<file path="src/rtl/lfsr_gen.sv">
// rtl/lfsr_gen.sv - WIDTH-bit Fibonacci/Galois LFSR with divided auto-step, seed load and period measurement
//
// Ports:
//   clk_50m    in   1      system clock
//   rst        in   1      asynchronous active-high reset
//   seed       in   WIDTH  seed value captured on load
//   load       in   1      synchronous seed load strobe (highest priority)
//   run        in   1      level enable for divider-driven auto stepping
//   step       in   1      single-cycle manual step strobe
//   state      out  WIDTH  current LFSR value
//   advance    out  1      pulse in the cycle after the state changed
//   wrap       out  1      pulse (with advance) when the new state equals the reference seed
//   period     out  WIDTH  step count of the last completed cycle, 0 until the first wrap
//   seed_fixed out  1      last load carried an all-zero seed that was replaced by 1

module lfsr_gen #(
   parameter int               WIDTH    = 8,
   parameter bit               MODE     = 1'b0,
   parameter logic [WIDTH-1:0] FIB_TAPS = 8'hB8,
   parameter logic [WIDTH-1:0] GAL_POLY = 8'h71,
   parameter int               CLK_DIV  = 50_000_000,
   parameter logic [WIDTH-1:0] SEED_RST = {{(WIDTH-1){1'b0}}, 1'b1}
) (
   input  logic             clk_50m,
   input  logic             rst,
   input  logic [WIDTH-1:0] seed,
   input  logic             load,
   input  logic             run,
   input  logic             step,
   output logic [WIDTH-1:0] state,
   output logic             advance,
   output logic             wrap,
   output logic [WIDTH-1:0] period,
   output logic             seed_fixed
);

   localparam int               DIV_W   = (CLK_DIV > 2) ? $clog2(CLK_DIV) : 1;
   localparam logic [DIV_W-1:0] DIV_MAX = DIV_W'(CLK_DIV - 1);
   localparam logic [WIDTH-1:0] ONE     = {{(WIDTH-1){1'b0}}, 1'b1};

   logic [WIDTH-1:0] state_q, state_d;
   logic [WIDTH-1:0] ref_q, ref_d;
   logic [WIDTH-1:0] count_q, count_d;
   logic [WIDTH-1:0] period_q, period_d;
   logic [DIV_W-1:0] div_q, div_d;
   logic             advance_q, advance_d;
   logic             wrap_q, wrap_d;
   logic             seed_fixed_q, seed_fixed_d;

   logic             tick;
   logic             do_step;
   logic             seed_zero;
   logic             fib_fb;
   logic [WIDTH-1:0] fib_next;
   logic [WIDTH-1:0] gal_next;
   logic [WIDTH-1:0] next_state;
   logic [WIDTH-1:0] count_inc;

   always_comb begin
      fib_fb     = ^(state_q & FIB_TAPS);
      fib_next   = {state_q[WIDTH-2:0], fib_fb};
      gal_next   = {state_q[WIDTH-2:0], 1'b0} ^ (state_q[WIDTH-1] ? GAL_POLY : '0);
      next_state = MODE ? gal_next : fib_next;
      seed_zero  = (seed == '0);
      count_inc  = count_q + 1'b1;
      tick       = run && (div_q == DIV_MAX);
      // A tick landing on a manual step or a load is swallowed, never queued.
      do_step    = !load && (step || tick);
   end

   always_comb begin
      state_d      = state_q;
      ref_d        = ref_q;
      count_d      = count_q;
      period_d     = period_q;
      div_d        = div_q;
      advance_d    = 1'b0;
      wrap_d       = 1'b0;
      seed_fixed_d = seed_fixed_q;

      if (load) begin
         div_d = '0;
      end else if (run) begin
         div_d = tick ? '0 : div_q + 1'b1;
      end

      if (load) begin
         // Zero would lock the register, so it is replaced by 1 and flagged.
         state_d      = seed_zero ? ONE : seed;
         ref_d        = seed_zero ? ONE : seed;
         seed_fixed_d = seed_zero;
         count_d      = '0;
      end else if (do_step) begin
         state_d   = next_state;
         advance_d = 1'b1;
         if (next_state == ref_q) begin
            wrap_d   = 1'b1;
            period_d = count_inc;
            count_d  = '0;
         end else begin
            count_d  = count_inc;
         end
      end
   end

   always_ff @(posedge clk_50m or posedge rst) begin
      if (rst) begin
         state_q      <= SEED_RST;
         ref_q        <= SEED_RST;
         count_q      <= '0;
         period_q     <= '0;
         div_q        <= '0;
         advance_q    <= 1'b0;
         wrap_q       <= 1'b0;
         seed_fixed_q <= 1'b0;
      end else begin
         state_q      <= state_d;
         ref_q        <= ref_d;
         count_q      <= count_d;
         period_q     <= period_d;
         div_q        <= div_d;
         advance_q    <= advance_d;
         wrap_q       <= wrap_d;
         seed_fixed_q <= seed_fixed_d;
      end
   end

   assign state      = state_q;
   assign advance    = advance_q;
   assign wrap       = wrap_q;
   assign period     = period_q;
   assign seed_fixed = seed_fixed_q;

endmodule

</file>
<file path="config.mk">
export PLATFORM = sky130hd
export DESIGN_NAME = lfsr_gen
export DESIGN_NICKNAME = d
export VERILOG_FILES = /design/src/rtl/lfsr_gen.sv
export SDC_FILE = /design/constraint.sdc
export NUM_CORES = 1
export LEC_CHECK = 0
export ABC_AREA = 1
export CORE_MARGIN = 5
export CORE_UTILIZATION = 55
export DETAILED_ROUTE_END_ITERATION = 10
export GPL_TIMING_DRIVEN = 1
export PLACE_DENSITY = 0.77
export SLEW_MARGIN = 20
export SYNTH_ARGS = -nofsm -noshare
export SYNTH_HDL_FRONTEND = slang
export SYNTH_SLANG_ARGS = --single-unit
</file>
<file path="constraint.sdc">
create_clock -name clk_50m -period 5.8 [get_ports clk_50m]
set_input_delay 1.16 -clock clk_50m [delete_from_list [all_inputs] [get_ports clk_50m]]
set_output_delay 1.16 -clock clk_50m [all_outputs]
set_load 0.02 [all_outputs]
</file>
======== After elaboration in Yosys (flattened, before gate mapping) ========
Cells that the tools add are included.
cells by class
  equal/unequal tests ..................... 2
  reduce and logical (&&, ||, !) cells .... 9
  muxes and demuxes ....................... 14
  $add $sub $neg .......................... 2
  bitwise operators ....................... 1
operators with widths
  kind                   number
  $mux 26                3
  $mux 8                 6
  $add 26x1->26 const B  1
  $eq 26x26->1 const B   1
  $add 8x1->8 const B    1
  $eq 8x8->1             1
  $logic_not 8->1        1
  $reduce_xor 8->1       1
  $mux 1                 5
  $reduce_bool 2->1      2
  $reduce_and 3->1       1
  $logic_and 1x1->1      2
  $logic_not 1->1        1
  $logic_or 1x1->1       1
  $not 1->1              1
word-level totals
  bits of input ports ..................... 13
  word-level logic and storage cells ...... 36
  output and inout port bits .............. 19
  flip-flop bits (word level) ............. 61

======== Depth between registers and ports, before layout ========
  depth in word-level cells ............... 6
  depth in mapped cells ................... 12
  depth with buffers taken out ............ 12

======== Worst setup path before layout ========
No wires, ideal clock.
  kind .................................... input-to-reg
  from .................................... input load
  to ...................................... register div_q[17]
  data required time ...................... 5.679 ns
  path buffers ............................ 0
  stages .................................. 7
  arrival ................................. 1.930 ns
  setup time .............................. 0.121 ns
  slack ................................... 3.749 ns
  cells stage by stage .................... nor2_2 inv_2 nand3_2 nor2_4 nand2_1 xor2_1 nor2_1
on the way
  longest elaborated chain between the ends .. 1
  elaborated cells on any way between the ends .. 2
  those cells by class .................... mux: 1; reduce/logical: 1
RTL lines
  what                                                 RTL line  text
  start, declared                                      27        input logic load,
  $mux 26 / $reduce_bool 2->1 (equally long branches)  n/a
  end signal, assigned                                 121       div_q <= div_d;
  end, declared                                        45        logic [DIV_W-1:0] div_q, div_d;
Parallel ways exist; a longest one is shown, timed or not.
A chain may end at the register's enable or synchronous reset.

======== Worst setup path after layout ========
  from .................................... input load
  to ...................................... register state_q[2] (netlist: state[2])
on the way
  longest elaborated chain between the ends .. 3
  elaborated cells on any way between the ends .. 4
  those cells by class .................... mux: 1; reduce/logical: 3
RTL lines
  what                                RTL line  text
  $logic_not 1->1                     68        do_step = !load && (step || tick);
  $logic_and 1x1->1                   68
  $reduce_bool 2->1 (no source line)  n/a
  end signal, assigned                117       state_q <= state_d;
  end, declared                       41        logic [WIDTH-1:0] state_q, state_d;
Parallel ways exist; a longest one is shown, timed or not.

==> run summary <==
Post-Syn Area: 3330 um^2
N_diodes: 0
Share of cells above drive strength 1: 0.0738
Period minus WS final: 3.19 ns
EDFF count, synth: 0
Clk pin slew, worst setup/hold paths: 0.06 ns
Simple-Gate Fraction of Synth Area: 0.323
Routed wire length: 6960 um
Vias/cell: 5.27
Crit path DAT: 3.40 ns
Yosys warnings: 0
DRT iter0 DRCs: 234
Crit. End Element: flop
Routed via count: 2891
Syn Inst Count: 437
Power density over the cells: 252 nW/um^2
Wirelength per Cell: 12.7 um
Crit-path max FO: 24
Reg2Reg Depth: 11
CTS H-tree depth: 3
Mux contribution to synthesized area: 0
First-pass GRT wire length: 12300 um
Synth Area in Compound Gates: 0.0666
Fillers: 507
Syn_nets: 452
Syn-to-layout area delta: 16.2%
Clk_lat worst skew: 0.34 ns
Most common cell after layout, fill and taps aside: nand2_1
CTS sink count: 61
Peak Freq: 0.314 GHz
Num CTS Buffers: 9
Max-Cap Viols: 0
Slew Limit Headroom: 0.504
Hold slack: 0.473 ns
Post-CTS Setup Repair Bufs: 0
Crit path to: state[2]$_DFFE_PP0P_
Core area: 5890 um^2
HPWL after DPL: 4870 um
Part of the cycle the worst path needs: 0.549
P_leak: 1.87 nW
Gr ovfl total: 0
Initial Utilization: 0.565
CTS Root Buffer Type: clkbuf_8
Die Wd: 87.8 um
Final setup fails: 0
Startpoint types: input port
DIE AREA: 7700 um^2
Setup crit start: load
WP data required: 6.02 ns
Post-CTS Resized: 0
Synth Area in Adders: 0.00752
Setup TNS: 0 ns
R2r startpoint: div_q[0]$_DFFE_PP0P_
RSZ-0062 raised after global routing: false
Yosys cell types: 32
Reg2reg end: state[2]$_DFFE_PP0P_
Post-Synth XOR/XNOR Area: 0.0606
Register area share after synthesis: 0.460
Final slew viol count: 0
Routed Antenna Nets: 0
HP Class: reg -> reg
Detailed Routing Iterations Pass 1: 4
Status: finished, final reports clean
Vias in the first global route: 2810
Total GRT Usage: 0.206
CTS Hold Buffers Added: 0
Syn Area/Cell: 7.61 um^2
Largest family of logic cells by synthesized area: simple AND/OR/NAND/NOR gates
HP Start: period[6]$_DFFE_PP0P_
Die Y: 87.8 um
Final Skew: 0.00709 ns
# IOs: 32
Seq cells post-synth: 61
Port Buf Inserts: 31
Ys async rst share: 1.00
Nets: 484
DRC viols: 0
RD Place Congestion: 0.862
Hold Fails Final Rpt: 0
Num rows: 28
CTS tree: done
R2R Setup Slk: 3.66 ns
Synth Flop Type: dfrtp_1
Initial antenna violation count: 0
Max rail drop VDD: 0.000168 V
Worst setup path class: in -> reg
Clock buffer depth: 2
Most frequent cells in the layout: nand2_1, dfrtp_1, inv_1
Actual slew at the worst max-slew pin: 0.744 ns
Largest net degree at the start of global routing: 62
[state kept, by name, summed over array words and instances (netlist names)]
signal / count
advance: 1
wrap: 1
state: 8
ref_q: 8
count_q: 8
seed_fixed: 1
div_q: 26
period: 8
[cells by family (layout without fill, tap and decap cells)]
group                    after synthesis  count (layout)
AO/OA/AOI/OAI                         40              40
buffers and inverters                 66             103
AND/OR/NAND/NOR                      245             245
adder cells (fa/ha/maj)                2               2
flip-flops                            61              61
XOR/XNOR                              23              23
[routing by layer]
| layer | track usage | share of wire | vias up | routed length (um) |
|---|---|---|---|---|
| met1 | 0.268 | 0.46 | 1346 | 3210 |
| met5 | 0 | 0 | - | 0 |
| met3 | 0.0310 | 0.058 | 12 | 406 |
| met2 | 0.327 | 0.46 | 89 | 3220 |
| met4 | 0.117 | 0.018 | 0 | 124 |
| li1 | - | - | 1444 | - |
[through the flow]
step / worst slack, ns / total power [mW] / std cells / util / area [um^2]
after floorplan: 3.13 / 0.553 / 437 / - / 3330
after global placement: 2.33 / 0.596 / 533 / 0.623 / 3670
after detailed placement: 2.24 / 0.600 / 533 / 0.623 / 3670
after CTS: 2.60 / 0.982 / 549 / 0.657 / 3860
after global routing: 2.29 / 1.02 / 549 / 0.657 / 3860
final: 2.61 / 0.974 / 549 / 0.657 / 3860
[report_power, final]
group          switching (mW)  leakage [nW]  internal [mW]
Sequential             0.0186         0.817          0.444
Combinational          0.0762         0.951         0.0521
Clock                   0.160        0.0979          0.223
[cells in the mapped netlist (3+ instances only)]
cell type / n / area share
a21oi_1: 10 / 0.015
buf_2: 4 / 0.0060
dfrtp_1: 59 / 0.44
inv_1: 53 / 0.060
nand2_1: 126 / 0.14
nand2_2: 4 / 0.0075
nand3_1: 46 / 0.069
nand4_1: 7 / 0.013
nor2_1: 40 / 0.045
nor2_2: 6 / 0.011
nor2_4: 3 / 0.010
nor3_1: 8 / 0.012
o21ai_0: 22 / 0.033
xnor2_1: 9 / 0.024
xor2_1: 14 / 0.037
[worst max-delay path, stage by stage]
cell	delay [ns]
clkdlybuf4s50_1	0.75
inv_1	0.44
nand2_2	0.25
inv_2	0.37
nand2_2	0.23
nand2_1	0.10
o21ai_0	0.08
[area by class of cell]
| type | instances | area (um^2) | share of cell area |
|---|---|---|---|
| multi-input cells | 310 | 1520 | 0.394 |
| clock buffers | 15 | 166 | 0.0431 |
| well taps | 75 | 93.8 | 0.0243 |
| flip-flops and latches | 61 | 1530 | 0.396 |
| clock inverters | 1 | 30.0 | 0.00777 |
| inverters | 55 | 206 | 0.0534 |
| repair buffers | 32 | 318 | 0.0822 |
[worst min path at each step]
stage | to | slack, ns | cells past startpoint
global route | period[7]$_DFFE_PP0P_ | 0.50 | 2
CTS | period[1]$_DFFE_PP0P_ | 0.48 | 2
detailed placement | period[1]$_DFFE_PP0P_ | 0.47 | 2
floorplan | ref_q[3]$_DFFE_PP0P_ | 0.46 | 2
finish | period[6]$_DFFE_PP0P_ | 0.47 | 2
global placement | period[1]$_DFFE_PP0P_ | 0.45 | 2
(Power assumes the default switching activity.)
